$ cat src/rtl/shared_adder_sched_if.sv
// Handshake bundle for the shared adder sequencer: two request ports,
// one tagged result port and a busy status.
interface shared_adder_sched_if #(
    parameter int WIDTH = 16
);
    logic             req0_valid;
    logic             req0_ready;
    logic [WIDTH-1:0] req0_a;
    logic [WIDTH-1:0] req0_b;
    logic             req0_cin;

    logic             req1_valid;
    logic             req1_ready;
    logic [WIDTH-1:0] req1_a;
    logic [WIDTH-1:0] req1_b;
    logic             req1_cin;

    logic             res_valid;
    logic             res_ready;
    logic [WIDTH-1:0] res_sum;
    logic             res_cout;
    logic             res_id;

    logic             busy;

    modport master (
        output req0_valid, req0_a, req0_b, req0_cin,
        output req1_valid, req1_a, req1_b, req1_cin,
        output res_ready,
        input  req0_ready, req1_ready,
        input  res_valid, res_sum, res_cout, res_id, busy
    );

    modport slave (
        input  req0_valid, req0_a, req0_b, req0_cin,
        input  req1_valid, req1_a, req1_b, req1_cin,
        input  res_ready,
        output req0_ready, req1_ready,
        output res_valid, res_sum, res_cout, res_id, busy
    );
endinterface

$ cat src/rtl/shared_adder_sched.sv
// Round-robin arbiter and nibble-serial sequencer sharing one 4-bit ripple
// carry adder between two requesters; one WIDTH-bit add takes WIDTH/4 cycles.

module ripple_carry_adder (
    input  logic [3:0] a_i,
    input  logic [3:0] b_i,
    input  logic       c_i,
    output logic [3:0] s_o,
    output logic       c_o
);
    logic c;

    // NOTE: blocking '=' in combinational logic lets the carry ripple through the loop in order.
    always_comb begin
        c   = c_i;
        s_o = '0;
        for (int i = 0; i < 4; i++) begin
            s_o[i] = a_i[i] ^ b_i[i] ^ c;
            c      = (a_i[i] & b_i[i]) | (c & (a_i[i] ^ b_i[i]));
        end
        c_o = c;
    end
endmodule

module shared_adder_sched #(
    parameter int WIDTH = 16
) (
    input  logic                 clk,
    input  logic                 rst,
    shared_adder_sched_if.slave  bus
);
    localparam int N  = WIDTH / 4;
    localparam int KW = (N > 1) ? $clog2(N) : 1;

    typedef enum logic [1:0] {IDLE, ADD, DONE} state_e;

    state_e           state_q, state_d;
    logic [WIDTH-1:0] a_q, a_d, b_q, b_d, sum_q, sum_d;
    logic             carry_q, carry_d;
    logic             cout_q, cout_d;
    logic             id_q, id_d;
    logic             ptr_q, ptr_d;
    logic [KW-1:0]    k_q, k_d;

    logic             grant;
    logic             accept;
    logic [3:0]       a_nib, b_nib, s_nib;
    logic             c_nib;

    // With both requesters valid the pointer decides; otherwise the lone valid one wins.
    always_comb begin
        if (bus.req0_valid && bus.req1_valid) grant = ptr_q;
        else                                  grant = bus.req1_valid;
    end

    assign bus.req0_ready = (state_q == IDLE) && !rst && bus.req0_valid && !grant;
    assign bus.req1_ready = (state_q == IDLE) && !rst && bus.req1_valid &&  grant;
    assign accept         = bus.req0_ready | bus.req1_ready;

    always_comb begin
        a_nib = '0;
        b_nib = '0;
        for (int i = 0; i < N; i++) begin
            if (k_q == KW'(i)) begin
                a_nib = a_q[4*i +: 4];
                b_nib = b_q[4*i +: 4];
            end
        end
    end

    ripple_carry_adder u_rca (
        .a_i (a_nib),
        .b_i (b_nib),
        .c_i (carry_q),
        .s_o (s_nib),
        .c_o (c_nib)
    );

    always_comb begin
        state_d = state_q;
        a_d     = a_q;
        b_d     = b_q;
        sum_d   = sum_q;
        carry_d = carry_q;
        cout_d  = cout_q;
        id_d    = id_q;
        ptr_d   = ptr_q;
        k_d     = k_q;

        unique case (state_q)
            IDLE: begin
                if (accept) begin
                    a_d     = grant ? bus.req1_a   : bus.req0_a;
                    b_d     = grant ? bus.req1_b   : bus.req0_b;
                    carry_d = grant ? bus.req1_cin : bus.req0_cin;
                    id_d    = grant;
                    ptr_d   = ~grant;
                    k_d     = '0;
                    state_d = ADD;
                end
            end
            ADD: begin
                for (int i = 0; i < N; i++) begin
                    if (k_q == KW'(i)) sum_d[4*i +: 4] = s_nib;
                end
                carry_d = c_nib;
                if (k_q == KW'(N - 1)) begin
                    cout_d  = c_nib;
                    k_d     = '0;
                    state_d = DONE;
                end else begin
                    k_d = k_q + KW'(1);
                end
            end
            DONE: begin
                if (bus.res_ready) state_d = IDLE;
            end
            default: state_d = IDLE;
        endcase
    end

    always_ff @(posedge clk) begin
        if (rst) begin
            state_q <= IDLE;
            sum_q   <= '0;
            carry_q <= 1'b0;
            cout_q  <= 1'b0;
            id_q    <= 1'b0;
            ptr_q   <= 1'b0;
            k_q     <= '0;
        end else begin
            state_q <= state_d;
            sum_q   <= sum_d;
            carry_q <= carry_d;
            cout_q  <= cout_d;
            id_q    <= id_d;
            ptr_q   <= ptr_d;
            k_q     <= k_d;
        end
    end

    // NOTE: operand registers have no reset; they are always loaded on accept before being read.
    always_ff @(posedge clk) begin
        a_q <= a_d;
        b_q <= b_d;
    end

    assign bus.res_valid = (state_q == DONE);
    assign bus.res_sum   = sum_q;
    assign bus.res_cout  = cout_q;
    assign bus.res_id    = id_q;
    assign bus.busy      = (state_q != IDLE);
endmodule

$ cat src/flat_wrapper.sv
// flat-port wrapper written by rule: the top's interface ports become plain ports
module shared_adder_sched_flat 
#(
    parameter int WIDTH = 16
)
  (clk, rst, bus_req0_valid, bus_req0_a, bus_req0_b, bus_req0_cin, bus_req1_valid, bus_req1_a, bus_req1_b, bus_req1_cin, bus_res_ready, bus_req0_ready, bus_req1_ready, bus_res_valid, bus_res_sum, bus_res_cout, bus_res_id, bus_busy);
  shared_adder_sched_if #(.WIDTH(WIDTH)) bus_i ();
  input  logic clk;
  input  logic rst;
  input wire logic [$bits(bus_i.req0_valid)-1:0] bus_req0_valid;
  input wire logic [$bits(bus_i.req0_a)-1:0] bus_req0_a;
  input wire logic [$bits(bus_i.req0_b)-1:0] bus_req0_b;
  input wire logic [$bits(bus_i.req0_cin)-1:0] bus_req0_cin;
  input wire logic [$bits(bus_i.req1_valid)-1:0] bus_req1_valid;
  input wire logic [$bits(bus_i.req1_a)-1:0] bus_req1_a;
  input wire logic [$bits(bus_i.req1_b)-1:0] bus_req1_b;
  input wire logic [$bits(bus_i.req1_cin)-1:0] bus_req1_cin;
  input wire logic [$bits(bus_i.res_ready)-1:0] bus_res_ready;
  output wire logic [$bits(bus_i.req0_ready)-1:0] bus_req0_ready;
  output wire logic [$bits(bus_i.req1_ready)-1:0] bus_req1_ready;
  output wire logic [$bits(bus_i.res_valid)-1:0] bus_res_valid;
  output wire logic [$bits(bus_i.res_sum)-1:0] bus_res_sum;
  output wire logic [$bits(bus_i.res_cout)-1:0] bus_res_cout;
  output wire logic [$bits(bus_i.res_id)-1:0] bus_res_id;
  output wire logic [$bits(bus_i.busy)-1:0] bus_busy;
  assign bus_i.req0_valid = bus_req0_valid;
  assign bus_i.req0_a = bus_req0_a;
  assign bus_i.req0_b = bus_req0_b;
  assign bus_i.req0_cin = bus_req0_cin;
  assign bus_i.req1_valid = bus_req1_valid;
  assign bus_i.req1_a = bus_req1_a;
  assign bus_i.req1_b = bus_req1_b;
  assign bus_i.req1_cin = bus_req1_cin;
  assign bus_i.res_ready = bus_res_ready;
  assign bus_req0_ready = bus_i.req0_ready;
  assign bus_req1_ready = bus_i.req1_ready;
  assign bus_res_valid = bus_i.res_valid;
  assign bus_res_sum = bus_i.res_sum;
  assign bus_res_cout = bus_i.res_cout;
  assign bus_res_id = bus_i.res_id;
  assign bus_busy = bus_i.busy;
  shared_adder_sched #(.WIDTH(WIDTH)) u_core (.clk(clk), .rst(rst), .bus(bus_i));
endmodule
$ cat config.mk
export PLATFORM = sky130hd
export DESIGN_NAME = shared_adder_sched_flat
export DESIGN_NICKNAME = d
export VERILOG_FILES = /design/src/rtl/shared_adder_sched_if.sv /design/src/rtl/shared_adder_sched.sv /design/src/flat_wrapper.sv
export SDC_FILE = /design/constraint.sdc
export NUM_CORES = 1
export LEC_CHECK = 0
export ABC_AREA = 1
export CAP_MARGIN = 20
export CORE_MARGIN = 5
export CORE_UTILIZATION = 50
export DETAILED_ROUTE_END_ITERATION = 10
export PLACE_DENSITY = 0.95
export SLEW_MARGIN = 20
export SYNTH_ARGS = -nofsm -noshare
export SYNTH_HDL_FRONTEND = slang
export SYNTH_SLANG_ARGS = --single-unit
$ cat constraint.sdc
create_clock -name clk -period 6.5 [get_ports clk]
set_clock_uncertainty 0.2 [all_clocks]
set_input_delay 0.65 -clock clk [delete_from_list [all_inputs] [get_ports clk]]
set_output_delay 0.65 -clock clk [all_outputs]
set_load 0.05 [all_outputs]
==> results.md <==
- Design area: approximately 4000 um2
- WL met1: 2350 um
- Tmin final: 3.88 ns
- CP cell instances: inv_1 > ha_1 > nor2_4 > a22oi_1 > o21ai_0 > o21ai_0 > fa_1 > inv_1 > fa_1 > inv_1 > fa_1 > inv_1 > fa_1 > nand3_1 > a21oi_1
- Largest net degree at the start of global routing: 35
- Status: complete, no violations
- Num CTS Buffers: 5
- Via Count: around 2200
- Routed wl met3: 582 um
- MaxCap Viol Count: 0
- IO Port Bufs: 92
- Fill cells: roughly 400
- First-pass GRT wire length: between 10000 and 15000 um
- Drt via density: slightly above 5
- Critical Path Fanout Max: 14
- Yosys cell types: 28
- Primary FF master, synth: edfxtp_1
- Yosys warnings: 0
- RSZ-0062 raised after global routing: false
- Post-CTS Setup Inserts: 0
- Starting density of the core: 0.524
- Row count: 27
- Hold Path End: u_core.bus.res_sum[12]$_SDFFE_PP0P_
- Synthesized Nets: 337
- Core Footprint: ~5600 um2
- Synth top cells by count: 44 x nand2_1, 32 x edfxtp_1, 30 x mux2_4
- Met2 Routed Length: 3280 um
- Async SR Flop Fraction: 0
- Detail Placement HPWL: a little under 5000 um
- Sequential share of power: 0.499
- Seq/Total Area, Yosys: 0.494
- Worst setup EP type: register
- Post-synth top area cell: edfxtp_1
- Hold path depth: 2
- DRC: 0
- FF-to-FF End: u_core.bus.res_sum[11]$_SDFFE_PP0P_
- Final Hold Vio Count: 0
- Layout cell share with drive strength beyond 1: 0.156
- Total grt overflow: 0
- Clock transition at the registers of the reported paths: roughly 0.090 ns
- Final Max Slew Viols: 0
- Register bit total from synthesis: 56
- Initial antenna violation count: 0
- N_diodes: 0
- Max layer used: met4
- Max Buffers Root-to-Sink: 2
- CTS H-tree lvls: 2
- Final Power: between 0.8 and 0.9 mW
- Hold_buf cts: 0
- Slew headroom: 0.462
- Final GP Congestion: 0.819
- DIE AREA: around 7500 um2
- Worst r2r src: u_core.k_q[1]$_SDFFE_PP0P_
- Total Wirelength: ~6300 um
- CTS resizes: 0
- Pwr/cell area: 213 nW/um2
- Reg2Reg Setup Slack: 2.62 ns
- Setup crit start kind: register
- Cell Int Power: 0.588 mW
- Area post-placement: 3810 um2
- Mapped cell area: 2920 um2
- Slowest stage cell, crit path: fa_1
- Clk Tree Root Cell: clkbuf_8
- Setup TNS: 0 ns
- NetSw: ~0.24 mW
- Sink Count: 56
- Most common cell in the netlist: nand2_1
- Power share of the clock group: 0.215
- Area of the multi-input gates: 1280 um2
- Fmax achieved: 258 MHz
- Final setup fails: 0
- EDFF count, synth: 32
- Critical path depth: 15
- Final Net Count: 425
- DRT Pass-1 Iters: 4
- Critical path data required time: between 6 and 7 ns
- Reg2Reg Depth: 15
- Gate power share: 0.286
- Period utilization: 0.597
- Arr. time, crit path: 3.83 ns
- Initial DRC Count: 98
- Hold Crit Start: u_core.bus.res_sum[12]$_SDFFE_PP0P_
- WL per Instance: 15.0 um
- Area grow syn2layout: 33.5%
- HP Class: register to register
- CTS tree: built
- Clock Latency Late Sink: 0.30 ns
- Total I/O pin count: 93
- Ranking of synthesized cells by area: edfxtp_1 33%, dfxtp_1 16%, mux2_4 15%, nand2_1 5.7%, a21oi_1 4.6%
- Top-area cell type share of the netlist area: 0.329
- FF+latch area: 1440 um2
- Crit path buffers/inverters: 4
- Syn_area_per_cell: 11.3 um2
- Maximum VDD drop: 0.116 mV
- LEAKAGE: 1.56 nW
- Worst Tran Pin Value: between 0.8 and 0.9 ns
- Sw Share: 0.293
- Cells after Synth: 258
- Total track usage: 0.173
- Worst setup path category: register to register
- Die Wd: 86.4 um
- Family with the most delay on the worst path: adder cells
- Vias in the first global route: 2283
- Worst path max stage delay: roughly 0.47 ns
- Post-route ant nets: 0
- Die Span Y: 86.4 um
[kinds of logic after synthesis]
logic type	synth area share
compound gates	0.0870
mux	0.162
flops	0.494
fa+ha+maj	0.0446
simple gates	0.144
buf+inv	0.0686
[power by group through the flow]
stage	Combinational (mW)	Sequential [mW]	Clock, mW
after floorplan	0.138	0.438	0
after global placement	0.227	0.422	0
after detailed placement	0.237	0.422	0
after CTS	0.239	0.415	0.180
after global routing	0.260	0.417	0.197
final	0.238	0.415	0.179
[tightest hold or removal path: cells and delay by family, from the launching register on]
family	cells	cell delay, ns
AO/OA/AOI/OAI	1	0.05
flip-flops	1	0.32
AND/OR/NAND/NOR	1	0.06
[cells in the final DEF (no fill, tap or decap), types with 6 or more instances in the layout]
cell / count
nand2_1: 44
a21oi_1: 27
mux2_4: 30
dfxtp_1: 24
a22oi_1: 7
clkdlybuf4s50_1: 92
inv_1: 17
nand3_1: 23
nor2_1: 6
edfxtp_1: 32
[flip-flops by register name (all words and copies together), names as in the netlist]
signal,flops
u_core.a_q,16
u_core.b_q,16
u_core.bus.res_sum,16
u_core.k_q,2
u_core.state_q,2
u_core.bus.res_cout,1
u_core.bus.res_id,1
u_core.carry_q,1
u_core.ptr_q,1
[routing by layer]
layer,vias to the layer above,track usage
met5,-,0
met4,0,0.0453
met3,6,0.0608
met2,106,0.330
met1,984,0.176
li1,1072,-
[area by class of cell]
type / instances / area share
Inverter: 22 / 0.0218
Tap cell: 72 / 0.0231
Sequential cell: 56 / 0.370
Clock inverter: 2 / 0.00321
Timing Repair Buffer: 92 / 0.236
Multi-Input combinational cell: 169 / 0.328
Clock buffer: 5 / 0.0177
[through the flow]
step                      utilization  setup WS, ns  cells  hold WS (ns)
final                           0.699          2.62    418         0.267
after global routing            0.699          2.35    418         0.278
after CTS                       0.699          2.62    418         0.266
after detailed placement        0.684          2.68    411         0.255
after global placement          0.684          2.84    411         0.249
after floorplan                     -          3.31    258         0.261
[worst max-delay path by stage]
stage                                     from                                  end  slack (ns)
floorplan           u_core.k_q[0]$_SDFFE_PP0P_  u_core.bus.res_sum[11]$_SDFFE_PP0P_        3.31
global placement                           rst                       bus_req0_ready        2.84
detailed placement  u_core.k_q[1]$_SDFFE_PP0P_  u_core.bus.res_sum[11]$_SDFFE_PP0P_        2.68
CTS                 u_core.k_q[1]$_SDFFE_PP0P_  u_core.bus.res_sum[11]$_SDFFE_PP0P_        2.62
global route        u_core.k_q[1]$_SDFFE_PP0P_  u_core.bus.res_sum[11]$_SDFFE_PP0P_        2.35
finish              u_core.k_q[1]$_SDFFE_PP0P_  u_core.bus.res_sum[11]$_SDFFE_PP0P_        2.62
Power figures use the tool's default switching activity.
